`src/rtl/alu_pkg.sv`:
```
// alu_pkg: shared ALU types and defaults
package alu_pkg;
  typedef enum logic [1:0] {ST_IDLE, ST_RUN, ST_DONE} serial_state_t;
  localparam int DEFAULT_WIDTH = 32;
endpackage

```
`src/rtl/full_adder.sv`:
```
// full_adder: single-bit full adder cell
module full_adder (
  input  logic i_1,
  input  logic i_2,
  input  logic i_3,
  output logic s,
  output logic c
);
  assign s = i_1 ^ i_2 ^ i_3;
  assign c = (i_1 & i_2) | (i_3 & (i_1 ^ i_2));
endmodule

```
`src/rtl/serial_add_ctrl.sv`:
```
// serial_add_ctrl: bit-serial WIDTH-bit adder over one full_adder; SERIAL_ADD_SUB_EN adds i_sub (A-B)
module serial_add_ctrl
  import alu_pkg::*;
#(
  parameter int WIDTH = DEFAULT_WIDTH,
  localparam int CNT_W = $clog2(WIDTH)
) (
  input  logic             clk,
  input  logic             rst,
  input  logic             i_valid,
  output logic             o_ready,
  input  logic [WIDTH-1:0] i_a,
  input  logic [WIDTH-1:0] i_b,
  input  logic             i_cin,
`ifdef SERIAL_ADD_SUB_EN
  input  logic             i_sub,
`endif
  output logic             o_valid,
  input  logic             i_ready,
  output logic [WIDTH-1:0] o_sum,
  output logic             o_cout,
  output logic             o_ovf
);
  serial_state_t    r_state, w_next;
  logic [WIDTH-1:0] r_a, r_b, r_sum;
  logic [WIDTH-2:0] r_res;
  logic [CNT_W-1:0] r_cnt;
  logic             r_carry, r_cout, r_ovf;
  logic             w_s, w_c, w_accept, w_last;
  logic [WIDTH-1:0] w_b_in;
  logic             w_cin_in;
`ifdef SERIAL_ADD_SUB_EN
  assign w_b_in   = i_sub ? ~i_b : i_b;
  assign w_cin_in = i_sub | i_cin;
`else
  assign w_b_in   = i_b;
  assign w_cin_in = i_cin;
`endif
  full_adder u_fa (
    .i_1(r_a[0]),
    .i_2(r_b[0]),
    .i_3(r_carry),
    .s  (w_s),
    .c  (w_c)
  );
  assign w_accept = (r_state == ST_IDLE) && i_valid;
  assign w_last   = (r_state == ST_RUN) && (r_cnt == CNT_W'(WIDTH - 1));
  always_ff @(posedge clk)
    if (rst) r_state <= ST_IDLE;
    else r_state <= w_next;
  always_comb begin
    w_next  = r_state;
    o_ready = r_state == ST_IDLE;
    o_valid = r_state == ST_DONE;
    case (r_state)
      ST_IDLE: w_next = i_valid ? ST_RUN : ST_IDLE;
      ST_RUN:  w_next = w_last ? ST_DONE : ST_RUN;
      ST_DONE: w_next = i_ready ? ST_IDLE : ST_DONE;
      default: w_next = ST_IDLE;
    endcase
  end
  // r_res collects the low WIDTH-1 sum bits; the MSB joins them at the final edge
  always_ff @(posedge clk) begin
    if (rst) begin
      r_a     <= '0;
      r_b     <= '0;
      r_res   <= '0;
      r_carry <= 1'b0;
      r_cnt   <= '0;
      r_sum   <= '0;
      r_cout  <= 1'b0;
      r_ovf   <= 1'b0;
    end else if (w_accept) begin
      r_a     <= i_a;
      r_b     <= w_b_in;
      r_carry <= w_cin_in;
      r_cnt   <= '0;
    end else if (r_state == ST_RUN) begin
      r_a     <= r_a >> 1;
      r_b     <= r_b >> 1;
      r_res   <= (WIDTH-1)'({w_s, r_res} >> 1);
      r_carry <= w_c;
      r_cnt   <= r_cnt + 1'b1;
      if (w_last) begin
        r_sum  <= {w_s, r_res};
        r_cout <= w_c;
        r_ovf  <= r_carry ^ w_c;
      end
    end
  end
  assign o_sum  = r_sum;
  assign o_cout = r_cout;
  assign o_ovf  = r_ovf;
endmodule

```
`config.mk`:
```
export PLATFORM = sky130hd
export DESIGN_NAME = serial_add_ctrl
export DESIGN_NICKNAME = d
export VERILOG_FILES = /design/src/rtl/alu_pkg.sv /design/src/rtl/full_adder.sv /design/src/rtl/serial_add_ctrl.sv
export SDC_FILE = /design/constraint.sdc
export NUM_CORES = 1
export LEC_CHECK = 0
export ABC_AREA = 1
export CAP_MARGIN = 20
export CORE_MARGIN = 5
export CORE_UTILIZATION = 57
export CTS_BUF_LIST = sky130_fd_sc_hd__clkbuf_16
export CTS_CLUSTER_SIZE = 40
export DETAILED_ROUTE_END_ITERATION = 10
export GPL_TIMING_DRIVEN = 0
export HOLD_SLACK_MARGIN = 0.05
export PLACE_DENSITY = 0.84
export SYNTH_ARGS = -nofsm -noshare
export SYNTH_HDL_FRONTEND = slang
export SYNTH_SLANG_ARGS = --single-unit
```
`constraint.sdc`:
```
create_clock -name clk -period 3.6 [get_ports clk]
set_input_delay 0.54 -clock clk [delete_from_list [all_inputs] [get_ports clk]]
set_output_delay 0.54 -clock clk [all_outputs]
set_load 0.01 [all_outputs]
```
== After elaboration in Yosys (flattened, before gate mapping) ==
Cells that the tools add are included.

* Bits in registers: 137
* Latch bits: 0
* Memory bits (writable): 0
* Memory bits (read-only): 0
* Bits of input ports: 69
* Output and inout bits: 36
* Word-level logic and storage cells: 37
* Memories kept: 0

* Add/subtract/negate cells: 1
* $mul: 0
* Divide/modulo/power cells: 0
* Order comparisons: 0
* Equality and inequality tests: 3
* Shifts and indexed selects: 0
* Mux-type cells: 10
* Bitwise operators: 7
* Reduce and logical (&&, ||, !) cells: 7

{| class="wikitable"
|+ Operator list
! operator !! number
|-
| two-way mux 32 bit || 4
|-
| case mux 2 bit (3 select lines) || 1
|-
| adder 5 x 1 -> 5 bit (second input constant) || 1
|-
| == test 5 bit (second input constant) || 1
|-
| two-way mux 2 bit || 2
|-
| two-way mux 1 bit || 3
|-
| AND reduction 3 bit || 1
|-
| bitwise XOR 1 bit || 3
|-
| bitwise AND 1 bit || 2
|-
| == test 2 x 1 -> 1 bit (second input constant) || 1
|-
| == test 2 bit (second input constant) || 1
|-
| logical AND 1 bit || 2
|-
| zero test 2 bit || 1
|-
| AND reduction 2 bit || 1
|-
| nonzero test 2 bit || 1
|-
| OR reduction 2 bit || 1
|-
| NOT 1 bit || 1
|-
| OR 1 bit || 1
|}

== Depth between registers and ports, before layout ==
Gate-level depths: netlist of the first run.

* Word-level depth: 5
* Mapped depth: 9
* Gate-level depth less buffers: 8

== By module ==
From an unflattened synthesis of the first run, not the netlist that was laid out.

* Cells, all modules: 891
* Area, all modules: 6,023.3 sq um

{| class="wikitable"
|+ Modules (own cells, without submodules)
! module !! instances !! cells each !! area an instance (sq um) !! seq. area each (sq um)
|-
| serial_add_ctrl || 1 || 890 || 6,003.3 || 2,742.6
|-
| full_adder || 1 || 1 || 20.0 || 0.0
|}

== Worst setup path after synthesis of the first run ==
OpenSTA, ideal clock, no wires.

* Path type: reg2reg
* From: reg r_cnt[0]
* To: reg r_sum[10] (netlist: o_sum[10])
* Library setup time: 70 ps
* Data arrival time: 1,402 ps
* Data required time: 3,530 ps
* Slack: 2,128 ps
* Cell stages (with the launch flop): 10
* Path buffers: 1
* Period minus slack after synthesis: 1,472 ps
* Cell sequence: dfxtp_1 -> ha_1 -> inv_1 -> nor3_1 -> ha_1 -> inv_1 -> nor2_4 -> buf_2 -> nand2_1 -> a21oi_1

* Word-level cells in the longest chain between the ends: 3

{| class="wikitable"
|+ RTL lines
! element !! RTL line !! source
|-
| start: declaration || serial_add_ctrl.sv:27 || <nowiki>logic [CNT_W-1:0] r_cnt;</nowiki>
|-
| start signal: assignment || serial_add_ctrl.sv:83 || <nowiki>r_cnt <= r_cnt + 1'b1;</nowiki>
|-
| == test 5 bit || serial_add_ctrl.sv:47 || <nowiki>assign w_last = (r_state == ST_RUN) && (r_cnt == CNT_W'(WIDTH - 1));</nowiki>
|-
| logical AND 1 bit || serial_add_ctrl.sv:47 ||
|-
| AND reduction 3 bit (no line) || - ||
|-
| end signal: assignment || serial_add_ctrl.sv:85 || <nowiki>r_sum <= {w_s, r_res};</nowiki>
|-
| end: declaration || serial_add_ctrl.sv:25 || <nowiki>logic [WIDTH-1:0] r_a, r_b, r_sum;</nowiki>
|}

No other way between the ends.
A chain may end at the register's enable or synchronous reset.

== Worst setup path after layout of the first run ==
* From: reg r_state[0]
* To: out o_ready

* Word-level cells in the longest chain between the ends: 1

{| class="wikitable"
|+ RTL lines
! element !! RTL line !! source
|-
| start: declaration || serial_add_ctrl.sv:24 || <nowiki>serial_state_t r_state, w_next;</nowiki>
|-
| start signal: assignment || serial_add_ctrl.sv:50 || <nowiki>else r_state <= w_next;</nowiki>
|-
| zero test 2 bit || serial_add_ctrl.sv:53 || <nowiki>o_ready = r_state == ST_IDLE;</nowiki>
|-
| end: declaration || serial_add_ctrl.sv:11 || <nowiki>output logic o_ready,</nowiki>
|}

No other way between the ends.

==> impl_metrics.env, run 1 <==
export IMPL_wl_per_cell_um=12.7
export IMPL_dieArea_um2=12700
export IMPL_die_w_um=113
export IMPL_post_cts_buffers=0
export IMPL_critPathLaunchType="flop"
export IMPL_place_gp_congestion=0.796
export IMPL_path_clk_slew_ps=60
export IMPL_r2r_cells=9
export IMPL_synth_cell_type_count=19
export IMPL_htree_levels=4
export IMPL_finalWorstSetupSlack_ps=983
export IMPL_vias_per_cell=5.18
export IMPL_drc_errors=0
export IMPL_postPlaceCellArea_um2=7210
export IMPL_design_core_area_um2=10300
export IMPL_synth_net_count=965
export IMPL_synth_edff_count=0
export IMPL_clk_latency_ps=410
export IMPL_overflow=0
export IMPL_hold_viol=0
export IMPL_reg2reg_from="r_cnt[0]"
export IMPL_ioPinCount=105
export IMPL_drtIter0Drc=468
export IMPL_dpl_cell_count=1132
export IMPL_grt_max_degree=17
export IMPL_yosys_warnings=0
export IMPL_port_buffers=103
export IMPL_crit_end="o_ready"
export IMPL_core_rowCount=37
export IMPL_synthArstFlopShare_pct=0
export IMPL_cp_arrival_ps=2080
export IMPL_slew_headroom_pct=67.9
export IMPL_hold_path_class="flop to flop"
export IMPL_numClockSinks=137
export IMPL_grt_pass1_wl_um=25200
export IMPL_power_density_nw_per_um2=490
export IMPL_rsz0062_at_grt="false"
export IMPL_worst_ep_required_time_ps=3060
export IMPL_instances_no_fill=1164
export IMPL_finalPower_mw=3.82
export IMPL_skew_ps=8.09
export IMPL_peakVddDrop_uv=300
export IMPL_worstSetupPathType="flop to output port"
export IMPL_timing_setup_tns_ps=0
export IMPL_die_h_um=113
export IMPL_holdWs_ps=459
export IMPL_netlist_instances=893
export IMPL_numCtsBuffers=17
export IMPL_status="completed"
export IMPL_grt_pass1_vias=5717
export IMPL_worstSetupStartpoint="r_state[0]"
export IMPL_ys_flop_type="dfxtp_1"
export IMPL_hold_buffers=0
export IMPL_design_area_um2=7790
export IMPL_fin_nets=1087
export IMPL_fmaxAchievable_mhz=382
export IMPL_synth_top_cells_by_area="dfxtp_1, nand2_1, nand3_1"
export IMPL_track_usage_pct=23.5
export IMPL_ff2ff_setup_slack_ps=1820
export IMPL_start_util_pct=58.2
export IMPL_drv_cap=0
export IMPL_post_cts_resized=0
export IMPL_syn2layout_area_growth_pct=29.6
export IMPL_dp_worst_setup_slack_ps=1370
export IMPL_n_antenna_cell=0
export IMPL_tritoncts="built"
export IMPL_synth_seq_area_share_pct=45.7
export IMPL_synth_area_um2=6010
export IMPL_syn_area_per_cell_um2=6.73
export IMPL_routed_wl_um=14700
export IMPL_hold_depth=2
export IMPL_worstSetupEndpointType="output port"
export IMPL_setup_viol=0
export IMPL_period_minus_slack_ps=2620
export IMPL_r2r_end="o_sum[30]"
export IMPL_ant_nets=0
export IMPL_dp_hpwl_um=9890
export IMPL_route_vias_total=6032
export IMPL_cts_max_path_buffers=2
export IMPL_yosysTopAreaCell="dfxtp_1"
export IMPL_cts_root_buf="clkbuf_16"
export IMPL_ys_ff_latch=137
export IMPL_fin_util_pct=75.4
export IMPL_finalCritPeriodShare_pct=72.7
export IMPL_crit_fanout=10
export IMPL_drive_above_1_share_pct=6.52
export IMPL_firstDrtPassIters=7
export IMPL_yosysTopAreaCellShare_pct=45.7
export IMPL_slew_violations=0
export IMPL_leakagePower_nw=3.36
export IMPL_antenna_found_initial=0
export IMPL_tightest_slew_ps=482
-- cell families after synthesis --
group,Yosys count,synth area share [%]
buffers and inverters,140,9.46
and+or+nand+nor,478,32.8
DFF,137,45.7
AOI/OAI and AO/OA,134,11.2
xor gates and xnor gates,1,0.146
adders and majority gates,3,0.750
-- critical path, stage by stage, from the launching register on --
cell,delay (ps)
dfxtp_1,290
buf_4,170
nor2_1,120
buf_2,270
buf_2,250
clkdlybuf4s50_1,570
-- layout by cell type, fill, tap and decap left out, drive strengths merged --
| cell type | count |
|---|---|
| clkbuf | 50 |
| ha | 2 |
| bufinv | 1 |
| o21ai | 35 |
| clkdlybuf4s50 | 103 |
| clkinvlp | 5 |
| nor2 | 80 |
| inv | 82 |
| fa | 1 |
| buf | 34 |
| nor3 | 1 |
| xor2 | 1 |
| nand2 | 273 |
| nand3 | 124 |
| a21oi | 99 |
| dfxtp | 137 |
-- power breakdown --
part	internal, mW	total (mW)	switching [mW]
combinational	0.190	0.451	0.261
clock	0.977	1.70	0.726
sequential	1.61	1.66	0.0546
total	2.78	3.82	1.04
-- final cells by class --
type                       instances  area (um2)
fill                             819        2540
timing repair buffer             103        1030
sequential                       137        2740
clock buffer                      17         425
buffer                            67         294
tap                              136         170
inverter                          73         274
clock inverter                    15         154
multi-input combinational        616        2700
-- Yosys cell counts (2+ instances only) --
cell type,count
a21oi_1,99
buf_1,4
buf_2,28
buf_4,2
clkbuf_1,33
dfxtp_1,137
ha_1,2
inv_1,72
nand2_1,272
nand3_1,124
nor2_1,78
nor2_4,2
o21ai_0,34
-- state kept, by name, indices dropped and copies added (netlist names) --
| register | cells |
|---|---|
| r_state | 2 |
| o_cout | 1 |
| r_cnt | 5 |
| r_res | 31 |
| r_b | 32 |
| o_ovf | 1 |
| r_carry | 1 |
| o_sum | 32 |
| r_a | 32 |
-- per-layer routing --
layer | wire length, um | vias up | track usage (%)
li1 | - | 3077 | -
met1 | 6220 | 2708 | 28.6
met2 | 7180 | 204 | 40.1
met3 | 852 | 43 | 4.85
met4 | 485 | 0 | 10.3
met5 | 0 | - | 0
-- worst min-delay path by stage --
stage / start / to
finish: o_sum[6] / o_sum[6]
global placement: r_cnt[3] / r_cnt[3]
CTS: o_sum[12] / o_sum[12]
floorplan: r_cnt[3] / r_cnt[3]
detailed placement: o_sum[12] / o_sum[12]
global route: r_a[2] / r_a[2]
Power figures use the tool's default switching activity.
==> inputs of run 2 (changes only) <==
--- a/config.mk
+++ b/config.mk
@@ -8,13 +8,13 @@
 export ABC_AREA = 1
 export CAP_MARGIN = 20
 export CORE_MARGIN = 5
-export CORE_UTILIZATION = 57
+export CORE_UTILIZATION = 53
 export CTS_BUF_LIST = sky130_fd_sc_hd__clkbuf_16
 export CTS_CLUSTER_SIZE = 40
 export DETAILED_ROUTE_END_ITERATION = 10
 export GPL_TIMING_DRIVEN = 0
 export HOLD_SLACK_MARGIN = 0.05
-export PLACE_DENSITY = 0.84
+export PLACE_DENSITY = 0.79
 export SYNTH_ARGS = -nofsm -noshare
 export SYNTH_HDL_FRONTEND = slang
 export SYNTH_SLANG_ARGS = --single-unit
==> constraint.sdc (replaced) <==
create_clock -name clk -period 2.5 [get_ports clk]
set_input_delay 0.375 -clock clk [delete_from_list [all_inputs] [get_ports clk]]
set_output_delay 0.375 -clock clk [all_outputs]
set_load 0.01 [all_outputs]
==> impl_metrics.env, run 2 (synthesis results as in run 1) <==
export IMPL_status="completed"
export IMPL_critPathLaunchType="flop"
export IMPL_dp_worst_setup_slack_ps=482
export IMPL_r2r_cells=9
export IMPL_place_gp_congestion=0.813
export IMPL_grt_pass1_vias=5364
export IMPL_routed_wl_um=14500
export IMPL_grt_max_degree=17
export IMPL_hold_viol=0
export IMPL_wl_per_cell_um=12.4
export IMPL_reg2reg_from="r_cnt[0]"
export IMPL_ant_nets=0
export IMPL_cts_max_path_buffers=2
export IMPL_finalPower_mw=5.66
export IMPL_slew_headroom_pct=65.9
export IMPL_path_clk_slew_ps=60
export IMPL_die_w_um=116
export IMPL_syn2layout_area_growth_pct=30.3
export IMPL_die_h_um=116
export IMPL_dp_hpwl_um=9930
export IMPL_power_density_nw_per_um2=723
export IMPL_firstDrtPassIters=5
export IMPL_n_antenna_cell=0
export IMPL_vias_per_cell=5.05
export IMPL_drive_above_1_share_pct=6.32
export IMPL_antenna_found_initial=0
export IMPL_track_usage_pct=21.5
export IMPL_fin_util_pct=71.3
export IMPL_tritoncts="built"
export IMPL_route_vias_total=5903
export IMPL_crit_fanout=10
export IMPL_cp_arrival_ps=2030
export IMPL_drtIter0Drc=388
export IMPL_design_core_area_um2=11000
export IMPL_leakagePower_nw=3.39
export IMPL_clk_latency_ps=420
export IMPL_hold_path_class="flop to flop"
export IMPL_worst_ep_required_time_ps=2120
export IMPL_finalCritPeriodShare_pct=96.2
export IMPL_htree_levels=4
export IMPL_layout_commonest_cell="nand2_1"
export IMPL_final_cell_mix="nand2_1, dfxtp_1, nand3_1"
export IMPL_min_from="o_sum[12]"
export IMPL_r2r_end="o_sum[3]"
export IMPL_hold_buffers=0
export IMPL_setup_viol=0
export IMPL_tightest_slew_ps=511
export IMPL_fillers=952
export IMPL_fin_nets=1087
export IMPL_core_rowCount=38
export IMPL_hold_depth=2
export IMPL_ioPinCount=105
export IMPL_ff2ff_setup_slack_ps=720
export IMPL_numCtsBuffers=17
export IMPL_overflow=0
export IMPL_period_minus_slack_ps=2410
export IMPL_holdPathEnd="o_sum[12]"
export IMPL_cts_root_buf="clkbuf_16"
export IMPL_drc_errors=0
export IMPL_worstSetupPathType="flop to output port"
export IMPL_drv_cap=0
export IMPL_grt_pass1_wl_um=23900
export IMPL_finalWorstSetupSlack_ps=94.7
export IMPL_numClockSinks=137
export IMPL_rsz0062_at_grt="false"
export IMPL_port_buffers=103
export IMPL_skew_ps=12.0
export IMPL_start_util_pct=54.7
export IMPL_dieArea_um2=13600
export IMPL_worstSetupEndpointType="output port"
export IMPL_timing_setup_tns_ps=0
export IMPL_peakVddDrop_uv=418
export IMPL_fmaxAchievable_mhz=416
export IMPL_slew_violations=0
## run 2: layout make-up
cell class	count	area [um2]	share of cell area [%]
multi-input cells	616	2700	34.4
clock inverters	15	186	2.38
flip-flops and latches	137	2740	35.0
plain buffers	67	297	3.79
well taps	140	175	2.24
inverters	73	274	3.50
repair buffers	103	1030	13.2
clock buffers	17	425	5.43
## run 2: power by group
group / internal (mW) / switching (mW)
registers: 2.32 / 0.0784
logic: 0.275 / 0.370
clock network: 1.59 / 1.02
total: 4.19 / 1.47
## run 2: how the worst max path moves through the flow
| stage | cells after the start | from | endpoint |
|---|---|---|---|
| floorplan | 9 | r_cnt[0] | o_sum[10] |
| global placement | 6 | i_valid | r_cnt[2] |
| detailed placement | 6 | i_valid | r_cnt[2] |
| CTS | 5 | r_state[0] | o_ready |
| global route | 5 | r_state[0] | o_ready |
| finish | 5 | r_state[0] | o_ready |
## run 2: per-layer routing
metal	share of wire (%)	track usage [%]
met5	0	0
met4	1.4	7.12
met3	5.1	4.09
met2	48	37.0
met1	45	27.2
## run 2: critical path, stage by stage (launching register included)
cell and delay (ps):
dfxtp_1 290, buf_4 180, nor2_1 150, buf_4 210
buf_2 220, clkdlybuf4s50_1 570
## run 2: per-stage QoR
step | hold slack, ps | instance area, um2 | std cells
after CTS | 463 | 7830 | 1168
after floorplan | 439 | 6010 | 893
after global placement | 448 | 7210 | 1136
after global routing | 480 | 7830 | 1168
final | 458 | 7830 | 1168
after detailed placement | 454 | 7210 | 1136
## run 2: timing repair
action,4_1_cts,5_1_grt
endpoints found under the setup margin,0,1
setup buffers,0,0
gates resized for setup,0,2
==> inputs of run 3 (changes only) <==
--- a/config.mk
+++ b/config.mk
@@ -17,4 +17,5 @@
 export PLACE_DENSITY = 0.79
 export SYNTH_ARGS = -nofsm -noshare
 export SYNTH_HDL_FRONTEND = slang
+export SYNTH_HIERARCHICAL = 1
 export SYNTH_SLANG_ARGS = --single-unit
==> impl_metrics.env, run 3 <==
export IMPL_track_usage_pct=22.0
export IMPL_port_buffers=103
export IMPL_hold_viol=0
export IMPL_dp_worst_setup_slack_ps=393
export IMPL_start_util_pct=53.4
export IMPL_layout_commonest_cell="nand2_1"
export IMPL_hold_buffers=0
export IMPL_critPathLaunchType="flop"
export IMPL_cts_max_path_buffers=2
export IMPL_synth_edff_count=0
export IMPL_netlist_instances=891
export IMPL_final_cell_mix="nand2_1, dfxtp_1, nand3_1"
export IMPL_routed_wl_um=14600
export IMPL_ys_ff_latch=137
export IMPL_dp_hpwl_um=10000
export IMPL_hold_path_class="flop to flop"
export IMPL_design_core_area_um2=11300
export IMPL_cp_slowest_cell="clkdlybuf4s50_1"
export IMPL_leakagePower_nw=3.40
export IMPL_peakVddDrop_uv=457
export IMPL_core_rowCount=39
export IMPL_yosysTopAreaCellShare_pct=45.5
export IMPL_post_cts_buffers=0
export IMPL_grt_max_degree=17
export IMPL_worstSetupPathType="flop to output port"
export IMPL_syn_area_per_cell_um2=6.76
export IMPL_yosysMostFrequentCell="nand2_1"
export IMPL_vias_per_cell=5.04
export IMPL_antenna_found_initial=0
export IMPL_ant_nets=0
export IMPL_wl_per_cell_um=12.5
export IMPL_syn2layout_area_growth_pct=29.7
export IMPL_synthTopCellsByCount="nand2_1, dfxtp_1, nand3_1"
export IMPL_n_antenna_cell=0
export IMPL_grt_pass1_wl_um=24300
export IMPL_design_area_um2=7820
export IMPL_ys_flop_type="dfxtp_1"
export IMPL_ioPinCount=105
export IMPL_clk_latency_ps=420
export IMPL_cp_arrival_ps=2000
export IMPL_overflow=0
export IMPL_post_cts_resized=1
export IMPL_status="completed"
export IMPL_fin_nets=1085
export IMPL_place_gp_congestion=0.820
export IMPL_finalCritPeriodShare_pct=95.1
export IMPL_skew_ps=19.4
export IMPL_synth_top_cells_by_area="dfxtp_1, nand2_1, nand3_1"
export IMPL_period_minus_slack_ps=2380
export IMPL_power_density_nw_per_um2=701
export IMPL_htree_levels=4
export IMPL_crit_path_max_incr_delay_ps=590
export IMPL_numCtsBuffers=17
export IMPL_die_w_um=117
export IMPL_tritoncts="built"
export IMPL_synth_net_count=963
export IMPL_cts_root_buf="clkbuf_16"
export IMPL_synth_seq_area_share_pct=45.5
export IMPL_tightest_slew_ps=571
export IMPL_grt_pass1_vias=5261
export IMPL_numClockSinks=137
export IMPL_drc_errors=0
export IMPL_crit_fanout=10
export IMPL_fmaxAchievable_mhz=421
export IMPL_finalWorstSetupSlack_ps=122
export IMPL_rsz0062_at_grt="false"
export IMPL_synth_cell_type_count=22
export IMPL_worst_ep_required_time_ps=2120
export IMPL_postPlaceCellArea_um2=7230
export IMPL_worstPathCellList="inv_2 -> clkbuf_1 -> nor2_1 -> clkdlybuf4s50_1"
export IMPL_worst_path_buf_inv=3
export IMPL_synth_area_um2=6020
export IMPL_synthArstFlopShare_pct=0
export IMPL_drive_above_1_share_pct=6.63
export IMPL_setup_viol=0
export IMPL_cpLargestDelayFamily="buffers and inverters"
export IMPL_drtIter0Drc=398
export IMPL_worstSetupEndpointType="output port"
export IMPL_slew_violations=0
export IMPL_die_h_um=117
export IMPL_dieArea_um2=13600
export IMPL_yosys_warnings=6
export IMPL_drv_cap=0
export IMPL_firstDrtPassIters=5
export IMPL_timing_setup_tns_ps=0
export IMPL_yosysTopAreaCell="dfxtp_1"
export IMPL_fillers=1012
export IMPL_slew_headroom_pct=61.9
export IMPL_path_clk_slew_ps=60
export IMPL_route_vias_total=5886
==> run 3: path summary, 6_finish.rpt <==
check,from,endpoint,slack [ps],cells past startpoint
setup / recovery,r_state[1],o_valid,120,4
hold / removal,o_sum[26],o_sum[26],460,2
setup reg to reg,r_cnt[0],o_sum[30],740,9
hold reg to reg,o_sum[26],o_sum[26],460,2
==> run 3: final cells by class <==
cell class                      count  area [um2]  share of cell area, %
Tap cell                          143         179                   2.29
Clock buffer                       17         425                   5.44
Buffer                             67         314                   4.02
Clock inverter                     15         151                   1.94
Sequential cell                   137        2740                   35.1
Timing Repair Buffer              103        1030                   13.2
Multi-Input combinational cell    616        2700                   34.6
Inverter                           71         267                   3.41
==> run 3: worst reg2reg max path, delay by kind of cell, from the launching register on <==
kind                     cells  cell delay, ps
buffers and inverters        3             390
flip-flops                   1             380
adder cells (fa/ha/maj)      2             380
AO/OA/AOI/OAI                1             150
AND/OR/NAND/NOR              3             380
==> run 3: cell families (layout without fill, tap and decap cells) <==
group / Yosys count / count (layout) / share of synthesized area, %
AO/OA/AOI/OAI: 132 / 132 / 11.1
buffers and inverters: 138 / 273 / 9.60
AND/OR/NAND/NOR: 479 / 479 / 32.8
adder cells (fa/ha/maj): 3 / 3 / 0.748
XOR/XNOR: 2 / 2 / 0.291
flip-flops: 137 / 137 / 45.5
==> run 3: per-layer routing <==
metal / track usage, % / wire, um / vias up
met5: 0 / 0 / -
met1: 28.4 / 6550 / 2648
li1: - / - / 3068
met3: 4.61 / 806 / 13
met4: 5.73 / 152 / 0
met2: 37.8 / 7090 / 157
==> run 3: stage by stage <==
stage	total power, mW	util [%]	std cells	hold slack, ps
2_1_floorplan	2.85	-	891	444
3_3_place_gp	3.07	64.2	1137	448
3_5_place_dp	3.08	64.2	1137	452
4_1_cts	5.49	69.3	1169	462
5_1_grt	5.70	69.3	1169	477
6_report	5.48	69.3	1169	458
==> run 3: power breakdown <==
group          switching (mW)  internal [mW]  total [mW]
clock                   0.967           1.47        2.43
sequential             0.0785           2.32        2.40
combinational           0.371          0.280       0.650
total                    1.42           4.07        5.48
